**config.mk**
```make
export PLATFORM = sky130hd
export DESIGN_NAME = tlb_lookup
export DESIGN_NICKNAME = d
export VERILOG_FILES = /design/src/rtl/tlb_lookup.sv
export SDC_FILE = /design/constraint.sdc
export NUM_CORES = 1
export LEC_CHECK = 0
export CAP_MARGIN = 20
export CORE_UTILIZATION = 40
export CTS_CLUSTER_DIAMETER = 200
export DETAILED_ROUTE_END_ITERATION = 12
export PLACE_DENSITY = 0.64
export RECOVER_POWER = 100
export SYNTH_ARGS = -nofsm -noshare
export SYNTH_HDL_FRONTEND = slang
export SYNTH_SLANG_ARGS = --single-unit
```
**constraint.sdc**
```tcl
create_clock -name clk -period 7.3 [get_ports clk]
set_input_delay 1.46 -clock clk [delete_from_list [all_inputs] [get_ports clk]]
set_output_delay 1.46 -clock clk [all_outputs]
set_load 0.05 [all_outputs]
```
**src/rtl/tlb_lookup.sv**
```systemverilog
// Fully associative Sv39 TLB in front of the page-table walker; misses walk, fill, then hit.
// Define TLB_PERF_EN to add the hit_cnt/miss_cnt performance counter outputs.
module tlb_lookup #(
    parameter int NUM_ENTRIES = 8,
    parameter int IDX_W       = $clog2(NUM_ENTRIES)
) (
    input  logic        clk,
    input  logic        reset,
    input  logic        req_en,
    input  logic [63:0] req_va,
    input  logic [63:0] satp,
    input  logic [1:0]  mmode,
    input  logic        flush,
    output logic        req_done,
    output logic [63:0] req_pa,
    output logic        walk_en,
    output logic [63:0] walk_va,
    input  logic        walk_done,
    input  logic [63:0] walk_pa
`ifdef TLB_PERF_EN
    ,
    output logic [31:0] hit_cnt,
    output logic [31:0] miss_cnt
`endif
);

    typedef enum logic [1:0] {IDLE, WALK, FILL} state_e;

    state_e                 state_q, state_d;
    logic [NUM_ENTRIES-1:0] valid_q, valid_d;
    logic [26:0]            vpn_q [NUM_ENTRIES];
    logic [43:0]            ppn_q [NUM_ENTRIES];
    logic [IDX_W-1:0]       rr_q, rr_d;
    logic [63:0]            satp_q;
    logic [63:0]            walk_va_q;
    logic [43:0]            walk_ppn_q;
    logic                   discard_q, discard_d;

    logic                   bare;
    logic                   inval;
    logic                   hit;
    logic                   start_walk;
    logic                   fill_we;
    logic                   have_free;
    logic [IDX_W-1:0]       victim;
    logic [43:0]            hit_ppn;
    logic [NUM_ENTRIES-1:0] match;
    logic [NUM_ENTRIES-1:0] fill_match;
    logic                   unused_bits;

    assign bare       = !req_en || (satp[63:60] == 4'd0) || (mmode == 2'b11);
    assign inval      = flush || (satp != satp_q);
    assign hit        = !bare && (state_q == IDLE) && (|match);
    assign start_walk = (state_q == IDLE) && !bare && !hit;
    // A discarded walk or a same-cycle invalidation must leave the entry invalid.
    assign fill_we    = (state_q == FILL) && !discard_q && !inval && !(|fill_match);
    assign unused_bits = ^{req_va[63:39], walk_pa[63:56], walk_pa[11:0]};

    genvar gi;
    generate
        for (gi = 0; gi < NUM_ENTRIES; gi++) begin : g_cam
            assign match[gi]      = valid_q[gi] && (vpn_q[gi] == req_va[38:12]);
            assign fill_match[gi] = valid_q[gi] && (vpn_q[gi] == walk_va_q[38:12]);
        end
    endgenerate

    // At most one entry matches, so OR-ing the selected PPNs acts as a mux.
    always_comb begin
        hit_ppn = '0;
        for (int i = 0; i < NUM_ENTRIES; i++) begin
            if (match[i]) begin
                hit_ppn = hit_ppn | ppn_q[i];
            end
        end
    end

    always_comb begin
        victim    = rr_q;
        have_free = 1'b0;
        for (int i = NUM_ENTRIES - 1; i >= 0; i--) begin
            if (!valid_q[i]) begin
                victim    = IDX_W'(i);
                have_free = 1'b1;
            end
        end
    end

    always_comb begin
        valid_d = valid_q;
        if (inval) begin
            valid_d = '0;
        end else if (fill_we) begin
            valid_d[victim] = 1'b1;
        end
    end

    assign rr_d = (fill_we && !have_free) ? rr_q + 1'b1 : rr_q;

    always_comb begin
        discard_d = discard_q;
        if (start_walk) begin
            discard_d = 1'b0;
        end else if ((state_q != IDLE) && inval) begin
            discard_d = 1'b1;
        end
    end

    // State register
    always_ff @(posedge clk) begin
        if (reset) begin
            state_q <= IDLE;
        end else begin
            state_q <= state_d;
        end
    end

    // Next-state logic
    always_comb begin
        state_d = state_q;
        case (state_q)
            IDLE:    if (start_walk) state_d = WALK;
            WALK:    if (walk_done) state_d = FILL;
            FILL:    state_d = IDLE;
            default: state_d = IDLE;
        endcase
    end

    // Output logic
    always_comb begin
        walk_en  = (state_q == WALK);
        walk_va  = walk_va_q;
        req_done = 1'b0;
        req_pa   = '0;
        if (bare) begin
            req_done = req_en;
            req_pa   = req_va;
        end else if (hit) begin
            req_done = 1'b1;
            req_pa   = {8'b0, hit_ppn, req_va[11:0]};
        end
    end

    always_ff @(posedge clk) begin
        if (reset) begin
            valid_q    <= '0;
            rr_q       <= '0;
            satp_q     <= '0;
            walk_va_q  <= '0;
            walk_ppn_q <= '0;
            discard_q  <= 1'b0;
        end else begin
            valid_q   <= valid_d;
            rr_q      <= rr_d;
            satp_q    <= satp;
            discard_q <= discard_d;
            if (start_walk) begin
                walk_va_q <= req_va;
            end
            if ((state_q == WALK) && walk_done) begin
                walk_ppn_q <= walk_pa[55:12];
            end
        end
    end

    // Tag/data storage needs no reset; valid_q gates every use.
    always_ff @(posedge clk) begin
        if (!reset && fill_we) begin
            vpn_q[victim] <= walk_va_q[38:12];
            ppn_q[victim] <= walk_ppn_q;
        end
    end

`ifdef TLB_PERF_EN
    logic [31:0] hit_cnt_q, miss_cnt_q;

    always_ff @(posedge clk) begin
        if (reset) begin
            hit_cnt_q  <= '0;
            miss_cnt_q <= '0;
        end else begin
            if (hit) begin
                hit_cnt_q <= hit_cnt_q + 32'd1;
            end
            if (start_walk) begin
                miss_cnt_q <= miss_cnt_q + 32'd1;
            end
        end
    end

    assign hit_cnt  = hit_cnt_q;
    assign miss_cnt = miss_cnt_q;
`endif

endmodule

```
==> metrics.txt <==
# TYPE chip_impl_metric gauge
chip_impl_metric{name="mappedNetlistArea",unit="sq um"} 31600
chip_impl_metric{name="tightestPinTransition",unit="ns"} 5.46
chip_impl_metric{name="ys_seq_area_share",unit="%"} 65.7
chip_impl_metric{name="setup-violations-final",unit=""} 0
chip_impl_metric{name="grt_start_max_net_pins",unit=""} 111
chip_impl_metric{name="finalNetCount",unit=""} 2889
chip_impl_metric{name="detailedRoute.firstPassIterationCount",unit=""} 7
chip_impl_metric{name="finalMaxSlewViolations",unit=""} 149
chip_impl_metric{name="yosysUniqueCellTypes",unit=""} 43
chip_impl_metric{name="post_cts_buffers",unit=""} 0
chip_impl_metric{name="fp.dieH",unit="um"} 283
chip_impl_metric{name="grt_pass1_vias",unit=""} 21592
chip_impl_info{name="cp-startpoint",value="req_va[14]"} 1
chip_impl_metric{name="worstPathRequired",unit="ns"} 5.84
chip_impl_metric{name="fp.coreArea",unit="sq um"} 77800
chip_impl_metric{name="synth_edf_count",unit=""} 568
chip_impl_metric{name="global_route.overflow_total",unit=""} 0
chip_impl_metric{name="cts_inserted_buffers",unit=""} 79
chip_impl_metric{name="clock_skew",unit="ns"} 0.0510
chip_impl_metric{name="length_in_cells_of_the_worst_reg_to_reg_path",unit=""} 10
chip_impl_metric{name="total_count_of_hold_check_failures_in_the_final_report",unit=""} 0
chip_impl_metric{name="path_max_fanout",unit=""} 17
chip_impl_metric{name="antenna_left",unit=""} 0
chip_impl_metric{name="post_route_cells_drive_above_1_share",unit="%"} 9.37
chip_impl_metric{name="initial_utilization",unit="%"} 40.6
chip_impl_metric{name="die_width",unit="um"} 283
chip_impl_metric{name="power-per-cell-area",unit="nW/um^2"} 251
chip_impl_info{name="outcome",value="finished with violations"} 1
chip_impl_metric{name="fin_tns_setup",unit="ns"} 0
chip_impl_info{name="worstSetupEndpointType",value="output pin"} 1
chip_impl_metric{name="yosysWarningCount",unit=""} 0
chip_impl_metric{name="leakagePower",unit="nW"} 13.4
chip_impl_metric{name="timing.max_slew.rel_slack",unit="%"} -264
chip_impl_metric{name="maxClockFrequency",unit="GHz"} 0.140
chip_impl_metric{name="area_growth_syn_to_layout",unit="%"} 23.9
chip_impl_metric{name="die_area",unit="sq um"} 80200
chip_impl_metric{name="synthesis.instances",unit=""} 2325
chip_impl_metric{name="totalWireLength",unit="um"} 99000
chip_impl_metric{name="placement.io_buffers",unit=""} 308
chip_impl_info{name="worstHoldPathType",value="register to register"} 1
chip_impl_metric{name="holdPathStages",unit=""} 2
chip_impl_metric{name="core.rowCount",unit=""} 102
chip_impl_metric{name="post_cts_sizing_count",unit=""} 0
chip_impl_metric{name="grt_antenna_before_repair",unit=""} 5
chip_impl_metric{name="design.portCount",unit=""} 329
chip_impl_info{name="worst_hold_startpoint",value="walk_va[53]"} 1
chip_impl_metric{name="minimum_clock_period",unit="ns"} 7.14
chip_impl_metric{name="clk_path_buf_depth",unit=""} 3
chip_impl_metric{name="clock_latency_at_the_later_pin_of_the_worst_skew_pair",unit="ns"} 0.65
chip_impl_metric{name="routed-via-count",unit=""} 21275
chip_impl_metric{name="syn-mean-instance-area",unit="sq um"} 13.6
chip_impl_metric{name="cts_htree_levels",unit=""} 3
chip_impl_info{name="postSynth.topFlopCell",value="sky130_fd_sc_hd__edfxtp_1"} 1
chip_impl_info{name="grt_setup_unrepaired",value="no"} 1
chip_impl_info{name="worstSetupStartpointType",value="input port"} 1
chip_impl_metric{name="cts.sinks",unit=""} 754
chip_impl_metric{name="ys_async_sr_fraction",unit="%"} 0
chip_impl_info{name="worstSetupPathType",value="input port to output pin"} 1
chip_impl_metric{name="ys_ff_latch",unit=""} 754
chip_impl_metric{name="drt_first_iter_violations",unit=""} 1970
chip_impl_metric{name="cts.hold.buffers_added",unit=""} 0
chip_impl_info{name="regToRegStartpoint",value="walk_va[35]"} 1
chip_impl_metric{name="clkSlewWorstSetupHoldPaths",unit="ns"} 0.06
chip_impl_metric{name="finalPower",unit="W"} 0.00983
chip_impl_metric{name="synthesis.nets",unit=""} 2525
chip_impl_info{name="violations_in_the_final_reports",value="max-capacitance violations, max-slew violations"} 1
chip_impl_metric{name="wire_length_of_the_first_global_routing_pass",unit="um"} 144000
chip_impl_metric{name="routed_wire_length_per_instance",unit="um"} 26.1
chip_impl_metric{name="dpl.hpwl",unit="um"} 63500
chip_impl_metric{name="final.period_utilization",unit="%"} 97.8
chip_impl_metric{name="drcViolationCount",unit=""} 0
chip_impl_metric{name="grt_util_all_layers",unit="%"} 24.3
chip_impl_info{name="leading_cell_type_in_the_layout_fill_and_taps_excluded",value="sky130_fd_sc_hd__edfxtp_1"} 1
chip_impl_metric{name="vias_per_cell",unit=""} 5.61
chip_impl_metric{name="crit_arrival",unit="ns"} 5.68
chip_impl_metric{name="gpl.final_weighted_congestion",unit=""} 0.916
chip_impl_info{name="most_used_cells_in_the_layout_excluding_fill_and_tap_cells",value="568 x sky130_fd_sc_hd__edfxtp_1, 389 x sky130_fd_sc_hd__xnor2_1, 186 x sky130_fd_sc_hd__dfxtp_1"} 1
chip_impl_metric{name="worst_ir_drop_vdd",unit="V"} 0.000156
chip_impl_info{name="root_buffer",value="sky130_fd_sc_hd__clkbuf_16"} 1
chip_impl_info{name="cts_tree",value="built"} 1
chip_impl_metric{name="cap_violations",unit=""} 3
[metrics by stage]
| step | setup WS, ns | util (%) | area [sq um] | hold slack [ns] | instances |
|---|---|---|---|---|---|
| after detailed placement | 0.467 | 47.7 | 37200 | 0.481 | 3648 |
| after global routing | 0.137 | 50.3 | 39200 | 0.513 | 3794 |
| final | 0.163 | 50.3 | 39200 | 0.482 | 3794 |
| after CTS | 0.451 | 51.3 | 39900 | 0.493 | 3793 |
| after floorplan | 1.48 | - | 31600 | 0.459 | 2325 |
| after global placement | 0.470 | 47.7 | 37200 | 0.476 | 3648 |
[layer usage]
metal / vias up / routed length [um] / global-route usage (%)
li1: 9400 / - / -
met1: 10728 / 39400 / 31.7
met2: 943 / 47900 / 40.4
met3: 196 / 8150 / 4.19
met4: 8 / 3450 / 9.07
met5: - / 46 / 0
[sequential cells by signal (all words and copies together) (netlist names)]
name and cells:
walk_ppn_q 44, satp_q 64, vpn_q 216, discard_q 1
valid_q 8, rr_q 3, walk_va 64, state_q 2
ppn_q 352
[critical path, cell delays in order]
cell	delay, ns
sky130_fd_sc_hd__dlygate4sd3_1	1.05
sky130_fd_sc_hd__buf_12	0.22
sky130_fd_sc_hd__xnor2_1	0.12
sky130_fd_sc_hd__nand4_1	0.12
sky130_fd_sc_hd__or4_1	0.59
sky130_fd_sc_hd__nor4_4	0.49
sky130_fd_sc_hd__or4_1	0.30
sky130_fd_sc_hd__o21ai_2	0.20
sky130_fd_sc_hd__buf_12	0.22
sky130_fd_sc_hd__a31oi_1	0.25
sky130_fd_sc_hd__a21o_1	0.16
sky130_fd_sc_hd__dlymetal6s2s_1	0.45
[cells in the mapped netlist (all sizes together), types with 52 or more instances]
cell type	count	area share (%)
edfxtp	568	54
xnor2	389	11
dfxtp	186	12
nand4	133	2.6
nand2	98	1.2
nor2	98	1.2
a22oi	91	2.2
xor2	80	2.2
nor2b	77	1.5
buf	67	1.1
clkbuf	66	0.78
mux2i	65	2.1
a21oi	52	0.82
[report_power, final]
part | switching (W) | internal, W
logic | 0.000538 | 0.000344
registers | 0.0000700 | 0.00465
clock network | 0.00173 | 0.00250
[worst paths after layout]
check	endpoint	slack [ns]
setup reg to reg	ppn_q[4][40]	1.65
hold / removal	walk_va[53]	0.48
setup / recovery	req_pa[36]	0.16
hold reg to reg	walk_va[53]	0.48
[cell families after synthesis]
family	Yosys count	synth area share (%)
DFF	754	65.7
muxes	65	2.06
and+or+nand+nor	513	8.77
AOI/OAI and AO/OA	355	8.22
buffers and inverters	168	2.26
xor gates and xnor gates	469	13.0
adders and majority gates	1	0.0395
[final cells by class]
cell class	instances	area, sq um
diodes	1	2.50
clock buffers	109	2200
clock inverters	36	582
fillers	6734	38700
inverters	35	131
multi-input cells	1403	10200
flip-flops and latches	754	20800
well taps	1040	1300
repair buffers	416	3950
(Power assumes the default switching activity.)
